===== src/rtl/divider_arbiter.sv =====
// divider_arbiter: round-robin front end sharing one binary_divider among
// NUM_REQ requesters. Latches a winner's operands, pre-checks divide-by-zero
// and quotient overflow, pulses div_en, waits (bounded) for done and returns
// an 8-bit quotient plus error flag to the winner.
module divider_arbiter #(
   parameter int NUM_REQ = 4,
   parameter int TIMEOUT = 64
) (
   input  logic                  clk,
   input  logic                  reset,
   input  logic [NUM_REQ-1:0]    req,
   input  logic [16*NUM_REQ-1:0] req_dividend,
   input  logic [16*NUM_REQ-1:0] req_divisor,
   output logic [NUM_REQ-1:0]    gnt,
   output logic [NUM_REQ-1:0]    resp_valid,
   output logic [7:0]            resp_quotient,
   output logic                  resp_err,
   output logic                  div_en,
   output logic [15:0]           g_dividend_Q,
   output logic [15:0]           g_divider_Q,
   input  logic [7:0]            quotient,
   input  logic                  done
);
   localparam int IW = $clog2(NUM_REQ);
   localparam int CW = $clog2(TIMEOUT + 1);

   typedef enum logic [1:0] {S_IDLE, S_ISSUE, S_WAIT, S_RESP} state_t;
   typedef enum logic [1:0] {E_NONE, E_DIV0, E_OVF} err_t;

   state_t             state_q, state_d;
   err_t               err_kind_q, err_kind_d;
   logic [IW-1:0]      rr_ptr_q, rr_ptr_d;
   logic [IW-1:0]      idx_q, idx_d;
   logic [CW-1:0]      wait_cnt_q, wait_cnt_d;
   logic [15:0]        dvd_q, dvd_d, dvs_q, dvs_d;
   logic [NUM_REQ-1:0] gnt_q, gnt_d, resp_valid_q, resp_valid_d;
   logic [7:0]         resp_quot_q, resp_quot_d;
   logic               resp_err_q, resp_err_d, div_en_q, div_en_d;

   logic               win_found;
   logic [IW-1:0]      win_idx;
   logic [IW:0]        scan;
   logic [15:0]        win_dvd, win_dvs;
   err_t               win_err;

   // Round-robin scan: first requesting index at or after rr_ptr, wrapping.
   always_comb begin
      win_found = 1'b0;
      win_idx   = '0;
      scan      = '0;
      for (int k = 0; k < NUM_REQ; k++) begin
         scan = {1'b0, rr_ptr_q} + (IW+1)'(k);
         if (scan >= (IW+1)'(NUM_REQ)) scan = scan - (IW+1)'(NUM_REQ);
         if (!win_found && req[scan[IW-1:0]]) begin
            win_found = 1'b1;
            win_idx   = scan[IW-1:0];
         end
      end
   end

   // Winner operands and the error classification made at latch time.
   // Quotient > 255 exactly when dividend >= divisor*256.
   always_comb begin
      win_dvd = req_dividend[16*int'(win_idx) +: 16];
      win_dvs = req_divisor[16*int'(win_idx) +: 16];
      win_err = E_NONE;
      if (win_dvs == 16'd0)                         win_err = E_DIV0;
      else if ({8'd0, win_dvd} >= {win_dvs, 8'd0}) win_err = E_OVF;
   end

   // Next-state and registered-output computation; pulses default low.
   always_comb begin
      state_d      = state_q;
      err_kind_d   = err_kind_q;
      rr_ptr_d     = rr_ptr_q;
      idx_d        = idx_q;
      wait_cnt_d   = wait_cnt_q;
      dvd_d        = dvd_q;
      dvs_d        = dvs_q;
      gnt_d        = '0;
      resp_valid_d = '0;
      div_en_d     = 1'b0;
      resp_quot_d  = resp_quot_q;
      resp_err_d   = resp_err_q;
      unique case (state_q)
         S_IDLE: begin
            if (win_found) begin
               idx_d          = win_idx;
               dvd_d          = win_dvd;
               dvs_d          = win_dvs;
               err_kind_d     = win_err;
               gnt_d[win_idx] = 1'b1;
               div_en_d       = (win_err == E_NONE);
               state_d        = S_ISSUE;
            end
         end
         S_ISSUE: begin
            if (err_kind_q != E_NONE) begin
               resp_valid_d[idx_q] = 1'b1;
               resp_quot_d         = 8'hFF;
               resp_err_d          = 1'b1;
               state_d             = S_RESP;
            end else begin
               wait_cnt_d = '0;
               state_d    = S_WAIT;
            end
         end
         S_WAIT: begin
            wait_cnt_d = wait_cnt_q + 1'b1;
            // done wins over a timeout landing in the same cycle
            if (done) begin
               resp_valid_d[idx_q] = 1'b1;
               resp_quot_d         = quotient;
               resp_err_d          = 1'b0;
               state_d             = S_RESP;
            end else if (wait_cnt_q == CW'(TIMEOUT - 1)) begin
               resp_valid_d[idx_q] = 1'b1;
               resp_quot_d         = 8'h00;
               resp_err_d          = 1'b1;
               state_d             = S_RESP;
            end
         end
         S_RESP: begin
            rr_ptr_d = (idx_q == IW'(NUM_REQ - 1)) ? '0 : idx_q + 1'b1;
            state_d  = S_IDLE;
         end
         default: state_d = S_IDLE;
      endcase
   end

   // State and output registers, cleared asynchronously by reset.
   always_ff @(posedge clk or negedge reset) begin
      if (!reset) begin
         state_q      <= S_IDLE;
         err_kind_q   <= E_NONE;
         rr_ptr_q     <= '0;
         idx_q        <= '0;
         wait_cnt_q   <= '0;
         dvd_q        <= '0;
         dvs_q        <= '0;
         gnt_q        <= '0;
         resp_valid_q <= '0;
         div_en_q     <= 1'b0;
         resp_quot_q  <= '0;
         resp_err_q   <= 1'b0;
      end else begin
         state_q      <= state_d;
         err_kind_q   <= err_kind_d;
         rr_ptr_q     <= rr_ptr_d;
         idx_q        <= idx_d;
         wait_cnt_q   <= wait_cnt_d;
         dvd_q        <= dvd_d;
         dvs_q        <= dvs_d;
         gnt_q        <= gnt_d;
         resp_valid_q <= resp_valid_d;
         div_en_q     <= div_en_d;
         resp_quot_q  <= resp_quot_d;
         resp_err_q   <= resp_err_d;
      end
   end

   assign gnt           = gnt_q;
   assign resp_valid    = resp_valid_q;
   assign resp_quotient = resp_quot_q;
   assign resp_err      = resp_err_q;
   assign div_en        = div_en_q;
   assign g_dividend_Q  = dvd_q;
   assign g_divider_Q   = dvs_q;

endmodule

===== config.mk =====
export PLATFORM = sky130hd
export DESIGN_NAME = divider_arbiter
export DESIGN_NICKNAME = d
export VERILOG_FILES = /design/src/rtl/divider_arbiter.sv
export SDC_FILE = /design/constraint.sdc
export NUM_CORES = 1
export LEC_CHECK = 0
export BUFFER_PORTS_ARGS = -buffer_cell sky130_fd_sc_hd__buf_2
export CAP_MARGIN = 10
export CORE_AREA = 2 2 96 98
export CTS_CLUSTER_SIZE = 14
export DETAILED_ROUTE_END_ITERATION = 6
export DIE_AREA = 0 0 98 100
export PLACE_DENSITY = 0.81
export SETUP_SLACK_MARGIN = 0.4
export SLEW_MARGIN = 20
export SYNTH_ARGS = -nofsm -noshare
export SYNTH_HDL_FRONTEND = slang
export SYNTH_SLANG_ARGS = --single-unit

===== constraint.sdc =====
create_clock -name clk -period 4.3 [get_ports clk]
set_input_delay 0.215 -clock clk [delete_from_list [all_inputs] [get_ports clk]]
set_output_delay 0.215 -clock clk [all_outputs]
set_load 0.02 [all_outputs]

==> results_dict.tcl, run 1 <==
set metrics [dict create \
    stdcell_area_mm2 0.00535 \
    yosys_most_used_dff "dfrtp_1" \
    cts_buffers 9 \
    mostFrequentLayoutCell "buf_2" \
    post_synth.cell_area_avg_um2 9.36 \
    hold_viol 0 \
    drive_gt1_frac 0.408 \
    slew_headroom 0.391 \
    yosys.area.top_type_share 0.406 \
    required_ns 4.52 \
    worstPathMaxFanout 14 \
    crit_type "flip-flop to flip-flop" \
    p_leak_nw 2.89 \
    worst_slew_pin_slew_ns 0.913 \
    hold_ws_ns 0.247 \
    seq_area_mm2 0.00163 \
    grt_max_degree 56 \
    ff2ff_path_depth 14 \
    path_clk_slew_ns 0.07 \
    holdPathStages 4 \
    initialDrtViolationCount 184 \
    slowest_delay_ns 0.47 \
    place_area_mm2 0.00505 \
    syn_inst 428 \
    maxSlewViolCount 0 \
    die_h_um 100 \
    post-place-ws_ns 0.468 \
    r2r_setup_slack_ns 0.64 \
    synth_edf_count 0 \
    regToRegEndpoint "div_en" \
    first_pass_iters 4 \
    fillers 786 \
    antenna_found_initial 0 \
    p_per_area_mw_per_mm2 709 \
    finalWorstSetupSlack_ns 0.642 \
    fin_crit_sh 0.851 \
    outcome "finished clean" \
    finalPower_mw 3.79 \
    reg2reg_from "rr_ptr_q[1]" \
    cp-end-kind "flip-flop" \
    rows 35 \
    die_x_um 98 \
    numClockSinks 65 \
    worstHoldStart "quotient[3]" \
    area_growth_pct 33.5 \
    setup-violations-final 0 \
    yosysSeqAreaShare 0.406 \
    path_cells "nand2_1, a311oi_4, or2_2, nand2_1, a31oi_1, ha_1, nor2b_1, o21a_1, o21a_1, o211ai_1, a31oi_1, or2_2, a41o_1, a211oi_1" \
    hp-class "input pin to flip-flop" \
    core_area_mm2 0.00889 \
    synthTopCellsByArea "dfrtp_1 (41%), mux2i_1 (13%), nand2_1 (9.4%)" \
    ios 193 \
    initial_core_util 0.451 \
    vias 3921 \
    cp-start-kind "flip-flop" \
    dp_cells 715 \
    final_cells 734 \
    track_usage 0.234 \
    fin_nets 778 \
    cts_buffer_depth 2 \
    ir_worst_vdd_v 0.000293 \
    dp_hpwl_um 9140 \
    cp.arrival_ns 3.88 \
    routed_via_density 5.34 \
    port_buffers 192 \
    diodes 0 \
    cp_slowest_cell "a311oi_4" \
    synth_top_cell_by_area "dfrtp_1" \
    routed_wl_um 11800 \
    ys_warn_count 0 \
    htreeDepth 3 \
    rsz0062_at_grt "no" \
    maxCapViolations 0 \
    most-common-layout-cells "buf_2 (192), nand2_1 (100), dfrtp_1 (65), mux2i_1 (54), o21ai_0 (29)" \
    tns_ns 0 \
    multiInputGateArea_mm2 0.00225 \
    grt_pass1_vias 3904 \
    skew_ns 0.00816 \
    grt_pass1_wl_um 18300 \
    detail-route-antenna-nets 0 \
    ys_seq_elements 65 \
    synth_cell_type_count 42 \
    gp_congestion 0.859 \
    syn_nets 588 \
    clockRootBuffer "clkbuf_8" \
    min_to "resp_quotient[3]" \
    die_area_mm2 0.00980 \
    cts_tree "built" \
    drcViolationCount 0 \
    fmax_mhz 273 \
    min_period_ns 3.66 \
    clk_latency_ns 0.34 \
    grt_overflow 0 \
    avgRoutedWirePerCell_um 16.0 \
    netlist_area_mm2 0.00401 \
    utilization 0.602 \
    async_flop_share 1.00 \
]
power breakdown:
part / internal [mW] / leakage (nW) / switching, mW
Clock: 0.433 / 0.129 / 0.241
Combinational: 0.841 / 1.95 / 1.26
Sequential: 0.868 / 0.817 / 0.150
metal layers:
layer	routed length [um]	global-route usage	vias up
met3	597	0.0453	39
li1	-	-	1872
met2	5940	0.406	141
met1	4740	0.276	1869
met5	0	0	-
met4	483	0.124	0
worst max-delay path by stage:
stage                start             to  slack [ns]  cells after the start
5_1_grt        rr_ptr_q[0]         div_en        0.40                     15
3_5_place_dp   rr_ptr_q[1]         div_en        0.47                     15
3_3_place_gp   rr_ptr_q[1]  err_kind_q[1]        0.66                     15
2_1_floorplan  rr_ptr_q[1]  err_kind_q[1]        0.82                     16
6_report       rr_ptr_q[1]         div_en        0.64                     14
4_1_cts        rr_ptr_q[1]         div_en        0.44                     15
worst max-delay path: cells and delay by family (launching register included):
family | cells | cell delay, ns
adder cells (fa/ha/maj) | 1 | 0.28
AO/OA/AOI/OAI | 8 | 1.79
AND/OR/NAND/NOR | 5 | 1.04
flip-flops | 1 | 0.44
cells in the mapped netlist, drive strengths merged (2+ instances only):
master / instances
clkbuf: 13
nor2: 23
xor2: 3
nor3: 3
nor2b: 2
o21ai: 30
or2: 4
a21o: 9
mux2: 28
o211ai: 2
a31oi: 9
o21a: 3
a21oi: 14
buf: 11
nor4: 3
nand2: 100
ha: 17
and2: 5
mux2i: 54
dfrtp: 65
nand2b: 2
a41o: 2
inv: 7
nand4: 8
nand3: 2
a211oi: 2
cell families after synthesis:
group	share of synthesized area
xor gates and xnor gates	0.00656
and+or+nand+nor	0.164
buffers and inverters	0.0396
muxes	0.214
DFF	0.406
adders and majority gates	0.0531
AOI/OAI and AO/OA	0.117
registers in the layout (all words and copies together) (netlist names):
name and count:
g_divider_Q 16, gnt 4, resp_valid 4, state_q 2
resp_err 1, resp_quotient 8, div_en 1, err_kind_q 2
g_dividend_Q 16, rr_ptr_q 2, wait_cnt_q 7, idx_q 2
layout make-up:
class / count / share of cell area
clock buffer: 12 / 0.0309
multi-input combinational: 332 / 0.421
timing repair buffer: 202 / 0.194
clock inverter: 4 / 0.0182
tap: 111 / 0.0260
inverter: 8 / 0.00561
sequential: 65 / 0.304
what timing repair did:
item                                    4_1_cts  5_1_grt
gates resized for setup                       0        2
hold buffers                                  1        0
endpoints found under the setup margin        0        2
buffers inserted                              0        0
hold endpoints to repair                     33        0
Power figures use the tool's default switching activity.
==> inputs of run 2 (changes only) <==
--- a/config.mk
+++ b/config.mk
@@ -11,7 +11,8 @@
 export CTS_CLUSTER_SIZE = 14
 export DETAILED_ROUTE_END_ITERATION = 6
 export DIE_AREA = 0 0 98 100
-export PLACE_DENSITY = 0.81
+export MAX_ROUTING_LAYER = met4
+export PLACE_DENSITY = 0.79
 export SETUP_SLACK_MARGIN = 0.4
 export SLEW_MARGIN = 20
 export SYNTH_ARGS = -nofsm -noshare
==> results_dict.tcl, run 2 (synthesis gave the netlist of run 1 again) <==
set metrics [dict create \
    rows 35 \
    switching_share 0.458 \
    initial_core_util 0.451 \
    cts_setup_buffers 0 \
    clockRootBuffer "clkbuf_8" \
    routed_wl_um 11100 \
    track_usage 0.235 \
    die_h_um 100 \
    tns_ns 0 \
    most-common-layout-cells "buf_2 (192), nand2_1 (100), dfrtp_1 (65), mux2i_1 (54), o21ai_0 (29)" \
    outcome "finished clean" \
    area_growth_pct 30.2 \
    required_ns 4.52 \
    cts_buffers 9 \
    worstPathMaxFanout 20 \
    worst_slew_pin_slew_ns 0.828 \
    ctsHoldBuffers 0 \
    p_seq_frac 0.286 \
    finalWorstSetupSlack_ns 0.656 \
    r2r_setup_slack_ns 0.66 \
    avgRoutedWirePerCell_um 15.1 \
    setup-violations-final 0 \
    maxCapViolations 0 \
    p_per_area_mw_per_mm2 679 \
    power_switching_mw 1.62 \
    maxSlewViolCount 0 \
    skew_ns 0.0122 \
    drive_gt1_frac 0.404 \
    drcViolationCount 0 \
    p_int_mw 1.92 \
    rsz0062_at_grt "no" \
    detail-route-antenna-nets 0 \
    initialDrtViolationCount 223 \
    grt_pass1_vias 3861 \
    crit_type "flip-flop to flip-flop" \
    cp.arrival_ns 3.87 \
    pwr-share-comb 0.586 \
    cp-end-kind "flip-flop" \
    p_leak_nw 2.83 \
    dp_hpwl_um 8630 \
    ff2ff_path_depth 15 \
    diodes 0 \
    ir_worst_vdd_v 0.000352 \
    die_x_um 98 \
    regToRegEndpoint "err_kind_q[1]" \
    port_buffers 192 \
    antenna_found_initial 0 \
    ctsResizeCount 0 \
    post-place-ws_ns 0.717 \
    hold_ws_ns 0.0479 \
    fin_crit_sh 0.848 \
    vias 3833 \
    grt_overflow 0 \
    grt_pass1_wl_um 18000 \
    min_period_ns 3.64 \
    cp-start-kind "flip-flop" \
    core_area_mm2 0.00889 \
    slew_headroom 0.448 \
    reg2reg_from "rr_ptr_q[1]" \
    numClockSinks 65 \
    fin_nets 775 \
    cts_buffer_depth 2 \
    die_area_mm2 0.00980 \
    ios 193 \
    hold_viol 0 \
    p_clk_frac 0.128 \
    fmax_mhz 274 \
    hp-class "input pin to asynchronous set/reset pin" \
    gp_congestion 0.904 \
    mostFrequentLayoutCell "buf_2" \
    cts_tree "built" \
    htreeDepth 3 \
    path_clk_slew_ns 0.07 \
    routed_via_density 5.25 \
    first_pass_iters 4 \
    grt_max_degree 66 \
    clk_latency_ns 0.34 \
]
run 2: changes by cell type in the layout (fill, tap and decap cells not counted), moves of 2 or more:
cell | previous run | this run
clkbuf_8 | 12 | 10
buf_4 | 9 | 7
clkinv_2 | 0 | 2
clkinvlp_4 | 1 | 3
bufinv_16 | 3 | 0
run 2: area by class of cell:
class                           instances  area, um^2
Fill cell                             813        3670
Multi-Input combinational cell        331        2230
Sequential cell                        65        1630
Timing Repair Buffer                  200        1020
Tap cell                              111         139
Clock buffer                           10         138
Clock inverter                          5        32.5
Inverter                                8        30.0
run 2: layer usage:
| layer | up-vias | wire length [um] | track usage |
|---|---|---|---|
| met4 | 0 | 210 | 0.0951 |
| li1 | 1863 | - | - |
| met3 | 17 | 509 | 0.0327 |
| met2 | 115 | 5780 | 0.411 |
| met5 | - | 0 | - |
| met1 | 1838 | 4560 | 0.273 |
run 2: critical path: stages, from the launching register on:
cell	delay, ns
dfrtp_1	0.42
nand2_1	0.11
a311oi_2	0.42
nor2_4	0.15
buf_4	0.24
mux2i_1	0.14
mux2_2	0.29
ha_1	0.32
nor2b_1	0.14
o21a_1	0.16
o21a_1	0.16
o211ai_1	0.16
a31oi_1	0.08
or2_2	0.27
a41o_1	0.23
a41o_1	0.23
run 2: power by group through the flow:
stage | sequential, mW | combinational [mW] | clock, mW
finish | 1.01 | 2.08 | 0.452
global route | 1.05 | 2.29 | 0.493
CTS | 1.01 | 2.08 | 0.464
detailed placement | 1.02 | 2.08 | 0
global placement | 1.01 | 2.00 | 0
floorplan | 1.26 | 1.24 | 0
run 2: how the worst max path moves through the flow:
stage,from,to,slack (ns),cells past startpoint
final,rr_ptr_q[1],err_kind_q[1],0.66,15
after global routing,rr_ptr_q[1],div_en,0.43,15
after CTS,rr_ptr_q[1],div_en,0.70,15
after detailed placement,rr_ptr_q[1],err_kind_q[1],0.72,15
after global placement,rr_ptr_q[1],err_kind_q[1],0.81,15
after floorplan,rr_ptr_q[1],err_kind_q[1],0.82,16
run 2: through the flow:
step / util / power [mW] / instance area, um^2 / cells
4_1_cts: 0.586 / 3.56 / 5210 / 729
5_1_grt: 0.587 / 3.83 / 5220 / 730
2_1_floorplan: - / 2.51 / 4010 / 428
3_5_place_dp: 0.567 / 3.10 / 5040 / 714
6_report: 0.587 / 3.54 / 5220 / 730
3_3_place_gp: 0.567 / 3.01 / 5040 / 714
